$ cat config.mk
export PLATFORM = sky130hd
export DESIGN_NAME = inv_mix_columns_iter
export DESIGN_NICKNAME = d
export VERILOG_FILES = /design/src/rtl/aes_pkg.sv /design/src/rtl/inv_mix_col_word.sv /design/src/rtl/inv_mix_columns_iter.sv
export SDC_FILE = /design/constraint.sdc
export NUM_CORES = 1
export LEC_CHECK = 0
export BUFFER_PORTS_ARGS = -buffer_cell sky130_fd_sc_hd__buf_2
export CORE_MARGIN = 4
export CORE_UTILIZATION = 52
export DETAILED_ROUTE_END_ITERATION = 12
export PLACE_DENSITY = 0.89
export SYNTH_ARGS = -nofsm -noshare
export SYNTH_HDL_FRONTEND = slang
export SYNTH_SLANG_ARGS = --single-unit
$ cat constraint.sdc
create_clock -name clk -period 8 [get_ports clk]
set_input_delay 1.2 -clock clk [delete_from_list [all_inputs] [get_ports clk]]
set_output_delay 1.2 -clock clk [all_outputs]
set_load 0.05 [all_outputs]
$ cat src/rtl/aes_pkg.sv
// Shared AES constants, FSM state type and GF(2^8) helpers for the MixColumns datapath.
// Column c of a 128-bit state occupies bits [127-32c -: 32], with row 0 in the MSB byte.
package aes_pkg;

    localparam int AES_STATE_W = 128;
    localparam int AES_COL_W   = 32;

    typedef enum logic [1:0] {
        IDLE = 2'd0,
        BUSY = 2'd1,
        DONE = 2'd2
    } imc_state_e;

    function automatic logic [7:0] xtime(input logic [7:0] b);
        return {b[6:0], 1'b0} ^ (b[7] ? 8'h1b : 8'h00);
    endfunction

    function automatic logic [7:0] gf_mul02(input logic [7:0] b);
        return xtime(b);
    endfunction

    function automatic logic [7:0] gf_mul03(input logic [7:0] b);
        return xtime(b) ^ b;
    endfunction

    function automatic logic [7:0] gf_mul09(input logic [7:0] b);
        logic [7:0] x8;
        x8 = xtime(xtime(xtime(b)));
        return x8 ^ b;
    endfunction

    function automatic logic [7:0] gf_mul0b(input logic [7:0] b);
        logic [7:0] x2;
        logic [7:0] x8;
        x2 = xtime(b);
        x8 = xtime(xtime(x2));
        return x8 ^ x2 ^ b;
    endfunction

    function automatic logic [7:0] gf_mul0d(input logic [7:0] b);
        logic [7:0] x4;
        logic [7:0] x8;
        x4 = xtime(xtime(b));
        x8 = xtime(x4);
        return x8 ^ x4 ^ b;
    endfunction

    function automatic logic [7:0] gf_mul0e(input logic [7:0] b);
        logic [7:0] x2;
        logic [7:0] x4;
        logic [7:0] x8;
        x2 = xtime(b);
        x4 = xtime(x2);
        x8 = xtime(x4);
        return x8 ^ x4 ^ x2;
    endfunction

    function automatic logic [AES_COL_W-1:0] col_get(input logic [AES_STATE_W-1:0] s,
                                                      input logic [1:0] c);
        int base;
        base = 96 - 32 * int'(c);
        return s[base +: AES_COL_W];
    endfunction

    function automatic logic [AES_STATE_W-1:0] col_set(input logic [AES_STATE_W-1:0] s,
                                                        input logic [1:0] c,
                                                        input logic [AES_COL_W-1:0] w);
        logic [AES_STATE_W-1:0] r;
        int base;
        r    = s;
        base = 96 - 32 * int'(c);
        r[base +: AES_COL_W] = w;
        return r;
    endfunction

endpackage

$ cat src/rtl/inv_mix_col_word.sv
// One-column InvMixColumns transform (combinational). With INV_MIX_FWD_MODE_EN defined,
// i_mode=1 selects the forward MixColumns matrix instead.
module inv_mix_col_word
    import aes_pkg::*;
(
`ifdef INV_MIX_FWD_MODE_EN
    input  logic                 i_mode,
`endif
    input  logic [AES_COL_W-1:0] i_col,
    output logic [AES_COL_W-1:0] o_col
);

    logic [7:0] w_a   [4];
    logic [7:0] w_inv [4];
`ifdef INV_MIX_FWD_MODE_EN
    logic [7:0] w_fwd [4];
`endif

    // Each matrix row is the row-0 coefficients rotated right by the row index.
    genvar gi;
    generate
        for (gi = 0; gi < 4; gi++) begin : g_row
            assign w_a[gi]   = i_col[31-8*gi -: 8];
            assign w_inv[gi] = gf_mul0e(w_a[gi])       ^ gf_mul0b(w_a[(gi+1)%4]) ^
                               gf_mul0d(w_a[(gi+2)%4]) ^ gf_mul09(w_a[(gi+3)%4]);
`ifdef INV_MIX_FWD_MODE_EN
            assign w_fwd[gi] = gf_mul02(w_a[gi]) ^ gf_mul03(w_a[(gi+1)%4]) ^
                               w_a[(gi+2)%4]     ^ w_a[(gi+3)%4];
            assign o_col[31-8*gi -: 8] = i_mode ? w_fwd[gi] : w_inv[gi];
`else
            assign o_col[31-8*gi -: 8] = w_inv[gi];
`endif
        end
    endgenerate

endmodule

$ cat src/rtl/inv_mix_columns_iter.sv
// Iterative AES InvMixColumns: one column per cycle, valid/ready in and out.
// Optional INV_MIX_FWD_MODE_EN adds a mode port selecting forward MixColumns.
module inv_mix_columns_iter
    import aes_pkg::*;
(
    input  logic                   clk,
    input  logic                   rst_n,
    input  logic                   in_valid,
    output logic                   in_ready,
    input  logic [AES_STATE_W-1:0] in_data,
    output logic                   out_valid,
    input  logic                   out_ready,
    output logic [AES_STATE_W-1:0] out_data
`ifdef INV_MIX_FWD_MODE_EN
    ,
    input  logic                   mode
`endif
);

    imc_state_e             r_state;
    imc_state_e             w_state_next;
    logic [1:0]             r_col;
    logic [AES_STATE_W-1:0] r_work;
    logic [AES_COL_W-1:0]   w_col_in;
    logic [AES_COL_W-1:0]   w_col_out;

    assign w_col_in = col_get(r_work, r_col);

`ifdef INV_MIX_FWD_MODE_EN
    logic r_mode;

    always_ff @(posedge clk or negedge rst_n) begin
        if (!rst_n) begin
            r_mode <= 1'b0;
        end else if (r_state == IDLE && in_valid) begin
            r_mode <= mode;
        end
    end

    inv_mix_col_word u_col (
        .i_mode (r_mode),
        .i_col  (w_col_in),
        .o_col  (w_col_out)
    );
`else
    inv_mix_col_word u_col (
        .i_col  (w_col_in),
        .o_col  (w_col_out)
    );
`endif

    always_ff @(posedge clk or negedge rst_n) begin
        if (!rst_n) begin
            r_state <= IDLE;
        end else begin
            r_state <= w_state_next;
        end
    end

    // Outputs are pure state/register decodes, so no input reaches an output combinationally.
    always_comb begin
        w_state_next = r_state;
        in_ready     = 1'b0;
        out_valid    = 1'b0;
        out_data     = r_work;
        case (r_state)
            IDLE: begin
                in_ready = 1'b1;
                if (in_valid) w_state_next = BUSY;
            end
            BUSY: begin
                if (r_col == 2'd3) w_state_next = DONE;
            end
            DONE: begin
                out_valid = 1'b1;
                if (out_ready) w_state_next = IDLE;
            end
            default: w_state_next = IDLE;
        endcase
    end

    always_ff @(posedge clk or negedge rst_n) begin
        if (!rst_n) begin
            r_col  <= 2'd0;
            r_work <= '0;
        end else begin
            case (r_state)
                IDLE: begin
                    if (in_valid) begin
                        r_work <= in_data;
                        r_col  <= 2'd0;
                    end
                end
                BUSY: begin
                    r_work <= col_set(r_work, r_col, w_col_out);
                    r_col  <= r_col + 2'd1;
                end
                default: ;
            endcase
        end
    end

endmodule

==> out/qor.txt <==
RUN STATUS
-----------------------------------------------------------------------------------------------------
Result of the run                                                                           completed

GLOBAL ROUTE
-----------------------------------------------------------------------------------------------------
All-Layer GR Usage                                                                              33.4%
Pin count of the biggest net entering global routing                                               84
GRT overflow                                                                                        0
Global-route wire length before repair                                                       50200 µm
Vias in the first global route                                                                   8661
Antenna violations before repair                                                                    2

CLOCK NETWORK
-----------------------------------------------------------------------------------------------------
Clk buf depth                                                                                       2
Cell chosen for the clock root                                                              clkbuf_16
TritonCTS clock tree                                                                              yes
Post-CTS setup repair buffer count                                                                  0
Clock slew at the register clock pins of the worst setup and hold paths                       0.05 ns
# resized after CTS                                                                                 0
Number of buffers inserted by hold repair at cts                                                    0
Worst-skew pair later-pin latency                                                             0.44 ns
Clock sinks                                                                                       132
TritonCTS Buffers                                                                                  17
Deepest level of the CTS H-tree                                                                     4

ROUTING
-----------------------------------------------------------------------------------------------------
Total via count in the routed design                                                             8638
First-pass detailed-route iteration total                                                           7
Wire length per cell                                                                          25.2 µm
Detail-routed via count per cell                                                                 6.60
Overall routed net length                                                                    33000 µm
Post-route antenna net violation count                                                              0
Residual DRC count                                                                                  0
Starting DRC count in detailed routing                                                           1389

STA
-----------------------------------------------------------------------------------------------------
Transition time at the pin with the least slew margin                                        0.965 ns
Worst setup skew after layout                                                              0.00860 ns
Worst-case headroom to the max-slew limit                                                       35.7%
Number of setup violations in the final report                                                      0
Setup TNS Final                                                                                  0 ns
Upper clock frequency limit                                                                   238 MHz
Minimum setup slack in the final design                                                       3.79 ns
Share of the clock period used by the worst path                                                52.6%
RSZ-0062 raised after global routing                                                            false
Final period demand of the worst path                                                         4.21 ns
Max-slew violation count                                                                            0
Final Hold Violating Endpoints                                                                      0

SYNTH
-----------------------------------------------------------------------------------------------------
Part of the Yosys area used for sequential elements                                             36.8%
Netlist area before placement                                                             0.00897 mm²
Synth Flop Type                                                                               dfrtp_1
Share of the synthesized netlist area taken by xor and xnor gates                               24.8%
Yosys cell types                                                                                   43
Number of synthesized flops with an enable pin                                                      0
Synthesized instance count                                                                        858
Compound-gate portion of the synthesized area                                                   18.0%
Post-synthesis share of cell area spent on full adders, half adders and majority gates         0.558%
Synth Area in Simple Gates                                                                      7.35%
Leading area contributor after synthesis                                                      dfrtp_1
Mean instance size in the synthesized netlist                                                10.5 µm²
Fraction of synthesized area in multiplexers                                                    8.28%
Combinational family with the most area after synthesis                                  XOR/XNOR gates
Yosys Warn Count                                                                                    0
Cells taking the most area after synthesis                                               dfrtp_1, xnor2_1, a22oi_1
Share of async-settable or async-resettable flops after synthesis                                100%
Number of storage elements in the synthesis netlist                                               132
Synth Net Count                                                                                   994
Top cell type's share of synthesized area                                                       36.8%

SETUP PATH
-----------------------------------------------------------------------------------------------------
WS Path Type                                                                               reg -> reg
Endpoint arrival time on the critical path                                                    4.49 ns
Kind of end point of the critical path                                                      flip-flop
Maximum fanout along the worst path                                                                23
Setup crit start kind                                                                       flip-flop
Worst endpoint required time                                                                  8.28 ns

PLACE
-----------------------------------------------------------------------------------------------------
Global placement routability congestion                                                          1.05
Detailed placement HPWL                                                                      23500 µm
Worst setup slack after placement                                                             3.85 ns
Count of buffers from port buffering                                                              261

FLOW RUN
-----------------------------------------------------------------------------------------------------
Max cap viols                                                                                       0

FLOORPLAN
-----------------------------------------------------------------------------------------------------
Die outline width                                                                              139 µm
Std-Cell Core Area                                                                         0.0168 mm²
Starting density of the core                                                                    53.5%
Number of cell rows                                                                                47
Number of top-level pins                                                                          262
Die ar.                                                                                    0.0194 mm²
Die Ht                                                                                         139 µm

CELLS AND AREA
-----------------------------------------------------------------------------------------------------
Final Core Density                                                                              65.2%
Area taken by flip-flops and latches                                                      0.00331 mm²
Area occupied by multi-input gates                                                        0.00535 mm²
Fraction of layout cells with a size suffix above 1                                             32.5%
Syn-to-layout area delta                                                                        21.8%
Final-stage net count                                                                            1211
Final-layout fill cell count                                                                     1250

WORST HOLD PATH
-----------------------------------------------------------------------------------------------------
Worst min-delay path category                                                              reg -> reg

[cell usage after synthesis, drive strengths merged (3+ instances only)]
cell     number
mux4         32
nand2        26
clkbuf       45
xor2         25
xor3          6
dfrtp       132
nor2        122
ha            4
xnor3        23
inv           7
a31oi         8
o211ai        3
xnor2       137
a2bb2oi      16
o221ai        4
buf          29
a22oi        96
o21a          3
a21oi       117
nand3         5
[per-layer routing]
metal / up-vias / global-route usage [%] / share of wire, % / wire [µm]
met2: 840 / 52.6 / 47 / 15500
met3: 182 / 10.3 / 14 / 4510
met1: 4111 / 41.3 / 34 / 11100
met4: 2 / 18.3 / 5.9 / 1950
met5: - / 0 / 0.045 / 15
li1: 3503 / - / - / -
[flip-flops by register name, summed over array words and instances, names as in the netlist]
signal / count
out_data: 128
r_col: 2
r_state: 2
[worst max-delay path: stages (launching register included)]
cell,delay (ns)
dfrtp_2,0.79
buf_4,0.48
mux4_2,0.73
xnor2_4,0.21
xnor3_1,0.50
xor3_1,0.51
xor3_1,0.49
a22oi_1,0.23
a21oi_1,0.11
[final timing paths]
kind | from | end | slack [ns] | cells after the start
worst min-delay path | out_data[3]$_DFFE_PN0P_ | out_data[3]$_DFFE_PN0P_ | 0.54 | 1
worst max register to register | r_col[0]$_DFFE_PN0P_ | out_data[12]$_DFFE_PN0P_ | 3.79 | 8
min in group asynchronous | rst_n | r_state[1]$_DFFE_PN0P_ | 0.80 | 1
worst min register to register | out_data[3]$_DFFE_PN0P_ | out_data[3]$_DFFE_PN0P_ | 0.54 | 1
worst max-delay path | r_col[0]$_DFFE_PN0P_ | out_data[12]$_DFFE_PN0P_ | 3.79 | 8
max in group asynchronous | rst_n | out_data[108]$_DFFE_PN0P_ | 5.94 | 2
[placed cells by master (no fill, tap or decap), types with 4 or more instances in the layout]
master     instances
buf_2            260
clkinv_2           4
xor2_1            24
xnor2_1          123
xnor3_1           22
ha_1               4
xor3_1             6
nor2_1           122
a21oi_1          113
a21oi_4            4
xnor2_2           11
clkbuf_16         17
inv_1              7
clkbuf_1           4
a22oi_1           96
a31oi_1            8
dfrtp_1          130
mux4_2            29
nand3_1            5
nand2_1           26
a2bb2oi_1         16
o221ai_1           4
buf_4             11
[cell families (layout without fill, tap and decap cells)]
family          after synthesis  in the layout
simple gates                165            165
mux                          33             33
xor+xnor                    191            191
flops                       132            132
compound gates              252            252
fa+ha+maj                     4              4
other cells                   0              1
buf+inv                      81            311
[cell type report]
class                      instances  share of cell area, %
antenna                            1                 0.0229
multi-input combinational        645                   49.0
clock inverter                     9                  0.951
inverter                           7                  0.240
timing repair buffer             272                   12.8
sequential                       132                   30.3
tap                              220                   2.52
clock buffer                      23                   4.28
[per-stage QoR]
stage	hold WS, ns	instances	area [µm²]
global placement	0.499	1276	10400
floorplan	0.698	858	8970
global route	0.565	1309	10900
detailed placement	0.510	1276	10400
CTS	0.534	1308	10900
finish	0.535	1309	10900
Power is left out: the tool's default activity adds up to more than one toggle a clock period on the data nets, which glitch-free logic cannot reach.
